File: config.mk
export PLATFORM = sky130hd
export DESIGN_NAME = ball_controller
export DESIGN_NICKNAME = d
export VERILOG_FILES = /design/src/rtl/ball_controller.sv
export SDC_FILE = /design/constraint.sdc
export NUM_CORES = 1
export LEC_CHECK = 0
export ABC_AREA = 1
export ABC_CLOCK_PERIOD_IN_PS = 4600
export CAP_MARGIN = 30
export CORE_UTILIZATION = 59
export CTS_BUF_LIST = sky130_fd_sc_hd__clkbuf_16
export CTS_CLUSTER_DIAMETER = 200
export DETAILED_ROUTE_END_ITERATION = 16
export HOLD_SLACK_MARGIN = 0.1
export PLACE_DENSITY = 0.84
export SETUP_SLACK_MARGIN = 0.4
export SLEW_MARGIN = 20
export SYNTH_ARGS = -nofsm -noshare
export SYNTH_HDL_FRONTEND = slang
export SYNTH_SLANG_ARGS = --single-unit
export TNS_END_PERCENT = 50
File: constraint.sdc
create_clock -name clk -period 4.6 [get_ports clk]
set_clock_uncertainty 0.15 [all_clocks]
set_input_delay 0.92 -clock clk [delete_from_list [all_inputs] [get_ports clk]]
set_output_delay 0.92 -clock clk [all_outputs]
set_load 0.01 [all_outputs]
File: src/rtl/ball_controller.sv
// ball_controller
// Owns the ball position and direction, both players' scores, the serve
// hold-off and the game-over condition. Consumes the collision stage's
// registered wall/paddle flags, miss pulse and scorer code. It feeds the
// ball position back to the collision stage and to the renderer.
//
// Ports:
//   clk        system clock
//   reset      asynchronous, active-high reset
//   tick       one-cycle pulse per video frame
//   coll_L/R   left/right paddle hit
//   coll_T/B   top/bottom wall hit
//   miss       ball passed a paddle
//   score      scorer code: 2 = player 1 scores, 1 = player 0 scores, 0/3 = none
//   x, y       ball top-left pixel
//   score_0/1  player points (left/right)
//   serving    high while the ball is held at centre
//   game_over  high once either score reaches WIN_SCORE
module ball_controller #(
    parameter int SPEED        = 2,
    parameter int SERVE_FRAMES = 60,
    parameter int WIN_SCORE    = 9,
    parameter int X_START      = 316,
    parameter int Y_START      = 236
) (
    input  logic       clk,
    input  logic       reset,
    input  logic       tick,
    input  logic       coll_L,
    input  logic       coll_R,
    input  logic       coll_T,
    input  logic       coll_B,
    input  logic       miss,
    input  logic [1:0] score,
    output logic [9:0] x,
    output logic [8:0] y,
    output logic [3:0] score_0,
    output logic [3:0] score_1,
    output logic       serving,
    output logic       game_over
);

    typedef enum logic [1:0] {
        ST_SERVE = 2'd0,
        ST_PLAY  = 2'd1,
        ST_OVER  = 2'd2
    } state_t;

    localparam logic [9:0]         X_START_V  = 10'(X_START);
    localparam logic [8:0]         Y_START_V  = 9'(Y_START);
    localparam logic [7:0]         SERVE_LAST = 8'(SERVE_FRAMES - 1);
    localparam logic [3:0]         WIN        = 4'(WIN_SCORE);
    localparam logic signed [10:0] SPEED_S    = 11'(SPEED);
    localparam logic signed [10:0] X_MIN      = 11'sd32;
    localparam logic signed [10:0] X_MAX      = 11'sd600;
    localparam logic signed [10:0] Y_MIN      = 11'sd8;
    localparam logic signed [10:0] Y_MAX      = 11'sd464;

    state_t      state_q, state_d;
    logic [9:0]  x_q, x_d;
    logic [8:0]  y_q, y_d;
    logic [3:0]  score_0_q, score_0_d;
    logic [3:0]  score_1_q, score_1_d;
    logic        serving_q, serving_d;
    logic        game_over_q, game_over_d;
    logic        dx_q, dx_d;          // 1 = moving right (+1), 0 = left (-1)
    logic        dy_q, dy_d;          // 1 = moving down (+1), 0 = up (-1)
    logic [7:0]  cnt_q, cnt_d;

    logic signed [10:0] x_sum;
    logic signed [10:0] y_sum;
    logic [3:0]         new_score;
    logic               scored;

    always_comb begin
        state_d     = state_q;
        x_d         = x_q;
        y_d         = y_q;
        score_0_d   = score_0_q;
        score_1_d   = score_1_q;
        serving_d   = serving_q;
        game_over_d = game_over_q;
        dx_d        = dx_q;
        dy_d        = dy_q;
        cnt_d       = cnt_q;
        x_sum       = '0;
        y_sum       = '0;
        new_score   = '0;
        scored      = 1'b0;

        case (state_q)
            ST_SERVE: begin
                // Collision flags lag the position by a cycle, so nothing
                // but the frame tick is honoured while holding the serve.
                x_d = X_START_V;
                y_d = Y_START_V;
                if (tick) begin
                    if (cnt_q == SERVE_LAST) begin
                        cnt_d     = '0;
                        state_d   = ST_PLAY;
                        serving_d = 1'b0;
                    end else begin
                        cnt_d = cnt_q + 8'd1;
                    end
                end
            end

            ST_PLAY: begin
                if (miss && score == 2'd2) begin
                    scored    = 1'b1;
                    new_score = (score_1_q < WIN) ? score_1_q + 4'd1 : score_1_q;
                    score_1_d = new_score;
                    dx_d      = 1'b0;   // serve toward player 0, who conceded
                end else if (miss && score == 2'd1) begin
                    scored    = 1'b1;
                    new_score = (score_0_q < WIN) ? score_0_q + 4'd1 : score_0_q;
                    score_0_d = new_score;
                    dx_d      = 1'b1;   // serve toward player 1, who conceded
                end

                if (scored) begin
                    x_d = X_START_V;
                    y_d = Y_START_V;
                    if (new_score == WIN) begin
                        state_d     = ST_OVER;
                        game_over_d = 1'b1;
                    end else begin
                        state_d   = ST_SERVE;
                        serving_d = 1'b1;
                    end
                end else begin
                    // Flips depend on the current direction so a flag that
                    // stays high for several cycles bounces only once.
                    if (coll_L && !dx_q) dx_d = 1'b1;
                    if (coll_R &&  dx_q) dx_d = 1'b0;
                    if (coll_T && !dy_q) dy_d = 1'b1;
                    if (coll_B &&  dy_q) dy_d = 1'b0;

                    if (tick) begin
                        // Step uses this cycle's updated direction.
                        x_sum = $signed({1'b0, x_q}) + (dx_d ? SPEED_S : -SPEED_S);
                        y_sum = $signed({2'b00, y_q}) + (dy_d ? SPEED_S : -SPEED_S);
                        if (x_sum < X_MIN)      x_d = X_MIN[9:0];
                        else if (x_sum > X_MAX) x_d = X_MAX[9:0];
                        else                    x_d = x_sum[9:0];
                        if (y_sum < Y_MIN)      y_d = Y_MIN[8:0];
                        else if (y_sum > Y_MAX) y_d = Y_MAX[8:0];
                        else                    y_d = y_sum[8:0];
                    end
                end
            end

            ST_OVER: begin
                x_d         = X_START_V;
                y_d         = Y_START_V;
                serving_d   = 1'b0;
                game_over_d = 1'b1;
            end

            default: begin
                state_d = ST_SERVE;
            end
        endcase
    end

    always_ff @(posedge clk or posedge reset) begin
        if (reset) begin
            state_q     <= ST_SERVE;
            x_q         <= X_START_V;
            y_q         <= Y_START_V;
            score_0_q   <= '0;
            score_1_q   <= '0;
            serving_q   <= 1'b1;
            game_over_q <= 1'b0;
            dx_q        <= 1'b1;
            dy_q        <= 1'b1;
            cnt_q       <= '0;
        end else begin
            state_q     <= state_d;
            x_q         <= x_d;
            y_q         <= y_d;
            score_0_q   <= score_0_d;
            score_1_q   <= score_1_d;
            serving_q   <= serving_d;
            game_over_q <= game_over_d;
            dx_q        <= dx_d;
            dy_q        <= dy_d;
            cnt_q       <= cnt_d;
        end
    end

    assign x         = x_q;
    assign y         = y_q;
    assign score_0   = score_0_q;
    assign score_1   = score_1_q;
    assign serving   = serving_q;
    assign game_over = game_over_q;

endmodule

**Word-level counts from Yosys, hierarchy flattened**

Index checks and enable logic that the tools add are counted.

- Flip-flop bits (word level): 41
- Bits in latches: 0
- Bits in writable memories: 0
- Memory bits (read-only): 0
- Bits of input ports: 10
- Output and inout bits: 29
- Logic and storage cells: 102
- Memories: 0

- Add/subtract/negate cells: 5
- Multiply operators: 0
- Divide/modulo/power cells: 0
- Order comparisons: 6
- Equal/unequal tests: 12
- Shift-type cells: 0
- Mux-type cells: 45
- Bitwise operators: 3
- Reductions and logical operators: 21

Operators with widths:

| cell | number |
|---|---|
| 10-bit 2-to-1 mux | 4 |
| 9-bit 2-to-1 mux | 4 |
| 11-bit 2-to-1 mux | 2 |
| 1-bit 2-to-1 mux | 20 |
| 4-bit 2-to-1 mux | 5 |
| 10-bit one-hot mux with 2 select lines | 1 |
| 9-bit one-hot mux with 2 select lines | 1 |
| 10-bit by 11-bit adder with 11-bit output | 1 |
| 11-bit adder | 1 |
| 11-bit by 10-bit greater-than comparator with 1-bit output (second input constant) | 1 |
| 11-bit greater-than comparator (second input constant) | 1 |
| 11-bit by 5-bit less-than comparator with 1-bit output (second input constant) | 1 |
| 11-bit by 7-bit less-than comparator with 1-bit output (second input constant) | 1 |
| 2-bit != test (second input constant) | 5 |
| 4-bit by 1-bit adder with 4-bit output (second input constant) | 2 |
| 8-bit by 1-bit adder with 8-bit output (second input constant) | 1 |
| 8-bit by 6-bit equality test with 1-bit output (second input constant) | 1 |
| 4-bit less-than comparator (second input constant) | 2 |
| 2-bit 2-to-1 mux | 4 |
| 8-bit 2-to-1 mux | 1 |
| 2-bit AND reduction | 4 |
| 1-bit logical AND | 6 |
| 2-bit one-hot mux with 3 select lines | 1 |
| 3-bit AND reduction | 2 |
| 14 further kinds | 20 |

**Longest topological paths before layout**

- Word-level depth: 16
- Gate-level depth with buffers: 22
- Gate-level depth less buffers: 22

**Worst setup path after synthesis**

OpenSTA, ideal clock, no wires.

- Path type: input to register
- Start: in score[1]
- End: reg x_q[6], in the netlist x[6]
- Library setup time: 0.120 ns
- Arrival time: 2.935 ns
- Data required time: 4.330 ns
- Path slack: 1.394 ns
- Cell stages on the path: 19
- Buffers on the path: 0
- Cells stage by stage: inv_1 > nor2_1 > nand2_2 > nand2_1 > nand2_1 > nand2_1 > inv_1 > fa_1 > nand3b_1 > nand2_1 > nand2_1 > nand3_1 > nand2_1 > nor2_4 > nand2_2 > nand2_4 > inv_2 > o21ai_1 > nand2_1

- Cells in the longest elaborated chain, start to end: 16
- Elaborated cells between the ends (all ways): 24
- Those cells by class: 1 x add/sub; 2 x order compare; 3 x eq/ne; 15 x mux; 3 x reduce/logical

RTL lines:

| what | line | text |
|---|---|---|
| start: declaration | 34 | `input logic [1:0] score,` |
| 2-bit by 1-bit equality test with 1-bit output | 114 | `end else if (miss && score == 2'd1) begin` |
| 1-bit logical AND | 114 |  |
| 1-bit 2-to-1 mux | 114 |  |
| 1-bit 2-to-1 mux | 109 | `if (miss && score == 2'd2) begin` |
| 1-bit 2-to-1 mux | 134 | `if (coll_L && !dx_q) dx_d = 1'b1;` |
| 1-bit 2-to-1 mux | 135 | `if (coll_R && dx_q) dx_d = 1'b0;` |
| 1-bit 2-to-1 mux | 121 | `if (scored) begin` |
| 1-bit 2-to-1 mux | 91 | `case (state_q)` |
| 11-bit 2-to-1 mux | 141 | `x_sum = $signed({1'b0, x_q}) + (dx_d ? SPEED_S : -SPEED_S);` |
| 11-bit adder | 141 |  |
| 11-bit greater-than comparator | 144 | `else if (x_sum > X_MAX) x_d = X_MAX[9:0];` |
| 10-bit 2-to-1 mux | 144 |  |
| 10-bit 2-to-1 mux | 143 | `if (x_sum < X_MIN) x_d = X_MIN[9:0];` |
| 10-bit 2-to-1 mux | 139 | `if (tick) begin` |
| 10-bit 2-to-1 mux | 121 |  |
| 10-bit one-hot mux with 2 select lines | 91 |  |
| end signal: assignment | 169 | `x_q <= X_START_V;` |
| end signal: assignment | 180 | `x_q <= x_d;` |
| end: declaration | 60 | `logic [9:0] x_q, x_d;` |

Parallel ways exist; a longest one is shown, timed or not. The select of a mux whose other input is x is not followed.
A chain may end at the register's enable or synchronous reset.

**Final worst setup path**

Ends and elaborated chain as after synthesis.

==> results.cfg <==
[status]
status = finished clean

[layout]
diodes = 0
nets = 542
drive_above_1_share_pct = 12.2
areaGrowthSynthToFinish_pct = 20.1
fill_cells = 415
layoutNonFillerInstCount = 577

[clock_network]
cts_repair_resize_count = 0
holdBufCountCts = 0
cts_tree = yes
cts.clk_slew.worst_paths_ns = 0.06
cts_buffers = 5
clock_latency_ns = 0.29
cts_root_buf = clkbuf_16
htree_levels = 2
clock-sinks = 39
cts_buffer_depth = 2
post_cts_buffers = 0

[critical_path]
cp.arrival_ns = 3.78
r2r-start = dx_q
crit_fanout = 12
worst-setup-path-type = in -> reg
startpoint_type = primary input
cp-end-kind = flop
worst-r2r-cell-count = 17
worstReg2RegEnd = x[6]
reg2reg_slack_ns = 1.64
crit_required_ns = 4.62

[timing]
hold_viol = 0
drv_slew = 0
fin_crit_sh_pct = 81.7
tns_ns = 0
fin_crit_ns = 3.76
setup_ws_ns = 0.842
worst_slew_pin_slew_ns = 0.599
maxSlewHeadroom_pct = 60.0
rsz0062_at_grt = no
fmax_mhz = 266
finalSetupViolCount = 0

[power]
clkPwrFrac_pct = 18.4
peakVddDrop_v = 0.000284
power_frac_seq_pct = 22.6
fin_total_pwr_mw = 2.15
swShare_pct = 47.1
p_comb_share_pct = 59.1
powerDensity_nw_per_um2 = 568
intPower_mw = 1.14
p_switching_mw = 1.01
p_leak_nw = 1.96

[yosys]
synthArstFlopShare_pct = 100
synth.distinct_cells = 37
synth-edff-count = 0
yosysWarnings = 0
avgSynthCellArea_um2 = 6.81
synth-seq-cells = 39
synth_ff_type = dfrtp_1
synth_area_um2 = 3150
synth_cells = 462
ys_seq_area_share_pct = 31.5

[detailed_routing]
num_vias = 3023
vias_per_cell = 5.24
wl_um = 7020
wl_per_cell_um = 12.2
drc_errors = 0
firstDrtPassIters = 5
drt_iter0_drc = 199
route.antenna.remaining_nets = 0

[place]
dp_cells = 569
dp.final_hpwl_um = 5540
place_ws_ns = 0.613
port_buffers = 36
gp_congestion = 0.877

[floorplanning]
fp.dieArea_um2 = 5630
initial_core_util_pct = 61.6
io_pins = 39
die_w_um = 75.0
core_area_um2 = 5110
die_y_um = 75.0
rows = 26

[min_path]
min_to = cnt_q[7]
hold_start = cnt_q[7]
hold_depth = 1
min_path_type = reg -> reg

[global_route]
grt_pass1_vias = 2859
grt_pass1_wl_um = 12300
overflow = 0
grt_max_degree = 16
antenna_found_initial = 0
track_usage_pct = 28.1

[job]
drv_cap = 0
area by class of cell:
class	count	area (µm²)	area share, %
inverter	75	282	7.45
multi-input combinational	346	1860	49.2
timing repair buffer	39	390	10.3
sequential	39	992	26.2
tap	70	87.6	2.32
clock inverter	3	43.8	1.16
clock buffer	5	125	3.31
cells in the mapped netlist (9+ instances only):
library cell / instances / area (µm²)
inv_1: 60 / 225
dfstp_2: 13 / 342
nand3_1: 36 / 180
dfrtp_1: 26 / 651
inv_2: 15 / 56.3
a21oi_1: 24 / 120
nor2_1: 45 / 169
nand2_2: 9 / 56.3
nand2_1: 142 / 533
o21ai_0: 15 / 75.1
ha_1: 24 / 300
worst max-delay path by stage:
stage	cells past startpoint	slack, ns	endpoint	start
final	20	0.84	x[6]	score[1]
after global routing	20	0.56	x[6]	score[1]
after CTS	21	0.88	x[2]	score[1]
after detailed placement	20	0.61	x[6]	score[1]
after global placement	20	0.76	x[6]	score[1]
after floorplan	19	1.39	x[6]	score[1]
layer usage:
metal  routed length (µm)  part of all wire, %  track usage, %  vias to the layer above
met5                    0                    0               0                        -
met4                   78                  1.1            7.13                        0
met3                  265                  3.8            4.42                       12
met2                 3540                   50            50.3                       77
met1                 3140                   45            35.5                     1385
li1                     -                    -               -                     1549
sequential cells by signal, summed over array words and instances, names as in the netlist:
register	count
cnt_q	8
dx_q	1
dy_q	1
game_over	1
score_0	4
score_1	4
serving	1
state_q	2
x	9
y	8
logic make-up after synthesis:
family | share of synthesized area, %
other cells | 0.119
xor+xnor | 1.67
compound gates | 9.10
flops | 31.5
fa+ha+maj | 10.8
buf+inv | 9.54
simple gates | 37.2
power by group through the flow:
stage	Combinational [mW]	Sequential, mW	Clock (mW)
2_1_floorplan	0.968	0.487	0
3_3_place_gp	1.20	0.486	0
3_5_place_dp	1.24	0.490	0
4_1_cts	1.26	0.485	0.399
5_1_grt	1.44	0.496	0.412
6_report	1.27	0.484	0.395
critical path: stages:
cell,delay [ns]
clkdlybuf4s50_1,0.46
inv_1,0.05
nor2_1,0.11
nand2_2,0.10
nand2_1,0.08
nand2_1,0.05
nand2_1,0.32
inv_1,0.13
fa_1,0.41
nand3b_1,0.18
nand2_1,0.15
nand2_1,0.10
nand3_1,0.08
nand2_1,0.11
nor2_4,0.15
nand2_2,0.07
nand2_4,0.11
inv_2,0.04
o21ai_1,0.12
nand2_1,0.06
per-stage QoR:
stage / util [%] / cell area, µm² / hold slack (ns)
after floorplan: - / 3150 / 0.295
after global placement: 70.4 / 3600 / 0.306
after detailed placement: 70.7 / 3610 / 0.303
after CTS: 74.0 / 3780 / 0.327
after global routing: 74.0 / 3780 / 0.350
final: 74.0 / 3780 / 0.322
layout by cell type (no fill, tap or decap), drive strengths merged, types with 2 or more instances in the layout:
| cell type | n |
|---|---|
| dfstp | 13 |
| fa | 2 |
| o21ai | 22 |
| nand2 | 152 |
| nand3 | 36 |
| ha | 24 |
| clkinv | 2 |
| dfrtp | 26 |
| nand4 | 3 |
| o31ai | 2 |
| nor3 | 3 |
| conb | 2 |
| o21bai | 2 |
| clkbuf | 5 |
| or2 | 2 |
| clkdlybuf4s50 | 36 |
| nor2 | 55 |
| xor2 | 3 |
| xnor2 | 3 |
| buf | 3 |
| nand3b | 6 |
| a21oi | 24 |
| inv | 75 |
(Power assumes the default switching activity.)
==> variant 1, RTL diff (config.mk and constraints unchanged) <==
One comparison of `cnt_q` changes from == to >=.
--- a/src/rtl/ball_controller.sv
+++ b/src/rtl/ball_controller.sv
@@ -95,7 +95,7 @@
                 x_d = X_START_V;
                 y_d = Y_START_V;
                 if (tick) begin
-                    if (cnt_q == SERVE_LAST) begin
+                    if (cnt_q >= SERVE_LAST) begin
                         cnt_d     = '0;
                         state_d   = ST_PLAY;
                         serving_d = 1'b0;
Formal check against the unedited RTL: no difference found for any inputs over 10 cycles, from zero or initial values and one cycle with reset high; that may be too few to reach the edited logic, so the function may still have changed.
==> variant 1 against the original RTL <==
  * Worst hold slack gained 0.023 ns
  * Sequential cell count unchanged
  * Total power increased by 12%
  * Wire length increased by 1.2%
  * Design area fell by 1.3%
  * Worst setup slack better by 0.10 ns
  * Global-route usage fell by 0.88 points
  * Synthesized area fell by 1.2%
  * Critical path type unchanged
==> variant 1: results (changes against the original RTL) <==
Status: finished, final reports clean
GR Util met2: 48.9% (-1.3 points)
Post-Synth Adder-Cell Area: 10.9% (+0.13 points)
# diodes: 0 (unchanged)
Layout cells sized above 1: 11.0% (-1.2 points)
CP max stage cell: clkdlybuf4s50_1
CP peak stage delay: 0.48 ns (+0.02 ns)
Syn_area_per_cell: 6.96 µm² (+2.1%)
Compound-gate portion of the synthesized area: 11.8% (+2.7 points)
Overall routing resource usage: 27.3% (-0.88 points)
GPL Wtd Cong: 0.844 (-3.8%)
H-tree levels: 2 (unchanged)
Post-synthesis sequential area ratio: 31.9% (+0.38 points)
Longest Clk Path Bufs: 2 (unchanged)
Initial antenna violation count: 0 (unchanged)
Initial DRT Pass Iterations: 12 (+7)
VDD IR-drop max: 416 µV (+46%)
Clk root buf: clkbuf_16
Post-route insts no fill: 559 (-3.1%)
Setup Fix Bufs, Post-CTS: 0 (unchanged)
Met1 Resource Use GR: 33.0% (-2.6 points)
Nets: 524 (-3.3%)
Multi-input gate area: 0.00183 mm² (-1.5%)
Yosys cell types: 40 (+8.1%)
Synth area leaders: dfrtp_1, nand2_1, dfstp_2
Cts bufs inserted: 5 (unchanged)
Clock Latency Late Sink: 0.28 ns
Largest net degree at the start of global routing: 40 (+24)
Port bufs: 36 (unchanged)
Met3 usage: 5.22% (+0.80 points)
XOR/XNOR Fraction of Synth Area: 1.13% (-0.54 points)
Synth cell count leaders: nand2_1, inv_1, nor2_1
DPL Wire Length: 5140 µm (-7.2%)
Vias in the first global route: 2778 (-2.8%)
Yosys Warn Count: 0 (unchanged)
First-pass GRT wire length: 11800 µm (-3.9%)
DRT iter0 DRCs: 206 (+3.5%)
Hold/Removal Path Class: flop to flop
Max FFs per register: 9 (unchanged)
Register clock-pin slew on the reported worst setup and hold paths: 0.06 ns (about the same)
# fillers: 398 (-4.1%)
CTS resizes: 0 (unchanged)
Placed insts: 551 (-3.2%)
Max_slew headroom: 63.9% (+3.9 points)
Post-synthesis async set-or-reset flop share: 100% (unchanged)
CP max FO: 12 (unchanged)
Multiplexer area fraction after synthesis: 0% (unchanged)
Leakage power: 0.00189 µW (-3.8%)
Area post-placement: 0.00354 mm² (-2.0%)
Top delay family on crit path: simple AND/OR/NAND/NOR gates
Routed WL: 7110 µm (+1.2%)
Vias per inst: 5.47 (+4.4%)
Sw power: 1140 µW (+13%)
-- variant 1: changes by cell type in the layout (fill, tap and decap cells not counted), moves of 3 or more --
cell / before / now
inv_2: 15 / 7
o21ai_1: 6 / 9
a21oi_2: 0 / 4
a21oi_1: 24 / 20
nand2_1: 142 / 121
nand3_1: 36 / 44
nor2_4: 5 / 1
-- variant 1: path summary, 6_finish.rpt --
check / startpoint / end / slack (ns) / depth (start not counted)
max reg2reg: dy_q / y[5] / 1.58 / 13
max in group asynchronous: reset / x[5] / 3.03 / 3
min in group asynchronous: reset / cnt_q[1] / 0.92 / 3
min: game_over / game_over / 0.34 / 1
max: miss / x[1] / 0.94 / 19
min reg2reg: game_over / game_over / 0.34 / 1
-- variant 1: metal layers --
layer	vias up	share of wire, %
met5	-	0
met3	22	4.8
met2	111	49
met1	1410	43
li1	1515	-
met4	0	2.3
-- variant 1: area by class of cell --
class	count	area share [%]
inverter	69	6.94
timing repair buffer	37	9.86
multi-input combinational	336	49.1
clock buffer	5	3.35
clock inverter	3	1.81
sequential	39	26.6
tap	70	2.35
-- variant 1: through the flow --
| step | power [µW] | setup slack, ns |
|---|---|---|
| 2_1_floorplan | 1600 | 1.53 |
| 3_3_place_gp | 1870 | 0.853 |
| 3_5_place_dp | 1910 | 0.693 |
| 4_1_cts | 2390 | 0.974 |
| 5_1_grt | 2610 | 0.642 |
| 6_report | 2410 | 0.945 |
-- variant 1: logic make-up (layout without fill, tap and decap cells) --
kind of cell,count (synthesis),count (layout)
compound gates,60,60
xor+xnor,4,4
fa+ha+maj,26,26
buf+inv,73,114
flops,39,39
other cells,1,2
simple gates,244,244
-- variant 1: worst reg2reg max path, stage by stage (launching register included) --
cell and delay, ns:
dfstp_2 0.54, o21a_1 0.24, inv_1 0.25, ha_1 0.54
nand3_1 0.18, nand2_1 0.13, nand2_1 0.09, nand2_1 0.11
nand3_1 0.08, o21ai_1 0.13, nand2_2 0.12, nand2_1 0.14
nand3_1 0.11, a21oi_1 0.14
-- variant 1: power by group through the flow --
stage	Sequential [µW]	Clock, µW	Combinational, µW
2_1_floorplan	508	0	1090
3_3_place_gp	504	0	1370
3_5_place_dp	505	0	1410
4_1_cts	501	454	1430
5_1_grt	511	469	1630
6_report	501	450	1460
==> variant 2, RTL diff (same settings) <==
Without the edit above. Set the parameter `WIN_SCORE` to 4 (it was 9).
--- a/src/rtl/ball_controller.sv
+++ b/src/rtl/ball_controller.sv
@@ -19,7 +19,7 @@
 module ball_controller #(
     parameter int SPEED        = 2,
     parameter int SERVE_FRAMES = 60,
-    parameter int WIN_SCORE    = 9,
+    parameter int WIN_SCORE    = 4,
     parameter int X_START      = 316,
     parameter int Y_START      = 236
 ) (
Check against the original RTL: no difference found for any inputs over 10 cycles, from zero or initial values and one cycle with reset high; that may be too few to reach the edited logic, so the function may still have changed.
==> variant 2 against the original RTL <==
  * Sequential cell count unchanged
  * Synthesized cell count decreased by 4.5%
  * Synthesized area decreased by 2.7%
  * Core utilization increased by 1.3 points
  * Design area decreased by 3.4%
  * Largest cell class unchanged
  * Worst setup slack got worse by 0.11 ns
  * Wire length decreased by 2.5%
Power is not compared: it rests on default switching activity, and its combinational part moved more than twofold at a synthesized area within 25%.
==> variant 2: results (changes against the original RTL) <==
Routed WL: 6850 µm (-2.5%)
Data buffer area share: 10.1% (-0.26 points)
GPL Wtd Cong: 0.914 (+4.2%)
Initial DRT Pass Iterations: 5 (unchanged)
Largest net degree at the start of global routing: 40 (+24)
Primary FF master, synth: dfrtp_1
Register clock-pin slew on the reported worst setup and hold paths: 0.06 ns (about the same)
Via count: 2936 (-2.9%)
Tap Cells: 67 (-4.3%)
Pre-CTS WS: 0.536 ns (-0.0770 ns)
Crit path DAT: 3.92 ns (+0.14 ns)
CP max stage cell: clkdlybuf4s50_1
Status: finished, final reports clean
Logic inverters: 66 (-12%)
# diodes: 0 (unchanged)
Synth area leaders: dfrtp_1, nand2_1, dfstp_2
Synth cell count leaders: nand2_1, inv_1, nor2_1
Int Power: 751 µW
Overall routing resource usage: 27.5% (-0.69 points)
Fraction of area in registers: 27.2% (+0.92 points)
Initial antenna violation count: 0 (unchanged)
Clock-cell share: 4.56% (+0.088 points)
Yosys cell types: 42 (+14%)
Max FFs per register: 9 (unchanged)
Comb power: 327 µW
First-pass GRT wire length: 11600 µm (-5.5%)
Post-synthesis sequential area ratio: 32.4% (+0.89 points)
Yosys Warn Count: 0 (unchanged)
Multi-In Gates: 331 (-4.3%)
DPL Wire Length: 5230 µm (-5.5%)
H-tree levels: 2 (unchanged)
Bufs w/o clock: 37 (-5.1%)
Clock Latency Late Sink: 0.28 ns
DRT iter0 DRCs: 232 (+17%)
P_clk: 387 µW
Longest Clk Path Bufs: 2 (unchanged)
Clk root buf: clkbuf_16
# fillers: 373 (-10%)
Post-synthesis async set-or-reset flop share: 100% (unchanged)
Nets: 514 (-5.2%)
Setup Fix Bufs, Post-CTS: 0 (unchanged)
Vias in the first global route: 2731 (-4.5%)
Leakage power: 0.00190 µW
CP max FO: 12 (unchanged)
CP peak stage delay: 0.46 ns (about the same)
Layout cells sized above 1: 10.4% (-1.8 points)
Multi-input gate area: 0.00179 mm² (-3.5%)
Port bufs: 36 (unchanged)
[variant 2: worst register-to-register path, stage by stage, from the launching register on]
cell,delay (ns)
dfstp_2,0.53
inv_1,0.06
nand2_1,0.06
nand2_1,0.06
nand2_1,0.35
inv_1,0.16
fa_1,0.44
nand3b_1,0.19
nand2_1,0.16
xnor2_1,0.19
o21ai_0,0.17
nand2_1,0.08
nand2_1,0.08
nand2_2,0.13
nand3_1,0.10
a21oi_1,0.15
[variant 2: kinds of logic (layout without fill, tap and decap cells)]
logic type | count (synthesis) | in the layout | synth area share [%]
AND/OR/NAND/NOR | 247 | 247 | 35.8
buffers and inverters | 72 | 111 | 9.11
AO/OA/AOI/OAI | 51 | 51 | 10.2
flip-flops | 39 | 39 | 32.4
adder cells (fa/ha/maj) | 24 | 24 | 10.3
XOR/XNOR | 7 | 7 | 2.00
other | 1 | 2 | 0.122
[variant 2: stage by stage]
stage                     utilization, %  hold slack, ns  cells  power (µW)  cell area, µm²
after global placement              71.9           0.279    540         715            3490
final                               75.3           0.307    548        1120            3650
after global routing                75.3           0.318    548        1190            3650
after detailed placement            71.9           0.296    540         730            3490
after floorplan                        -           0.317    442         657            3070
after CTS                           75.3           0.303    548        1120            3650
[variant 2: worst paths after layout]
path | start | to | slack (ns) | depth (start not counted)
setup / recovery | score[1] | x[8] | 0.73 | 18
hold / removal | score_1[3] | score_1[3] | 0.31 | 0
setup reg to reg | dx_q | x[8] | 1.47 | 15
hold reg to reg | score_1[3] | score_1[3] | 0.31 | 0
max in group asynchronous | reset | x[8] | 3.01 | 3
min in group asynchronous | reset | game_over | 0.94 | 3
[variant 2: routing by layer]
layer	part of all wire, %	track usage, %	up-vias
met5	0	0	-
met4	1.8	9.40	0
met3	5.0	5.96	17
met2	49	46.9	87
met1	45	34.4	1359
li1	-	-	1473
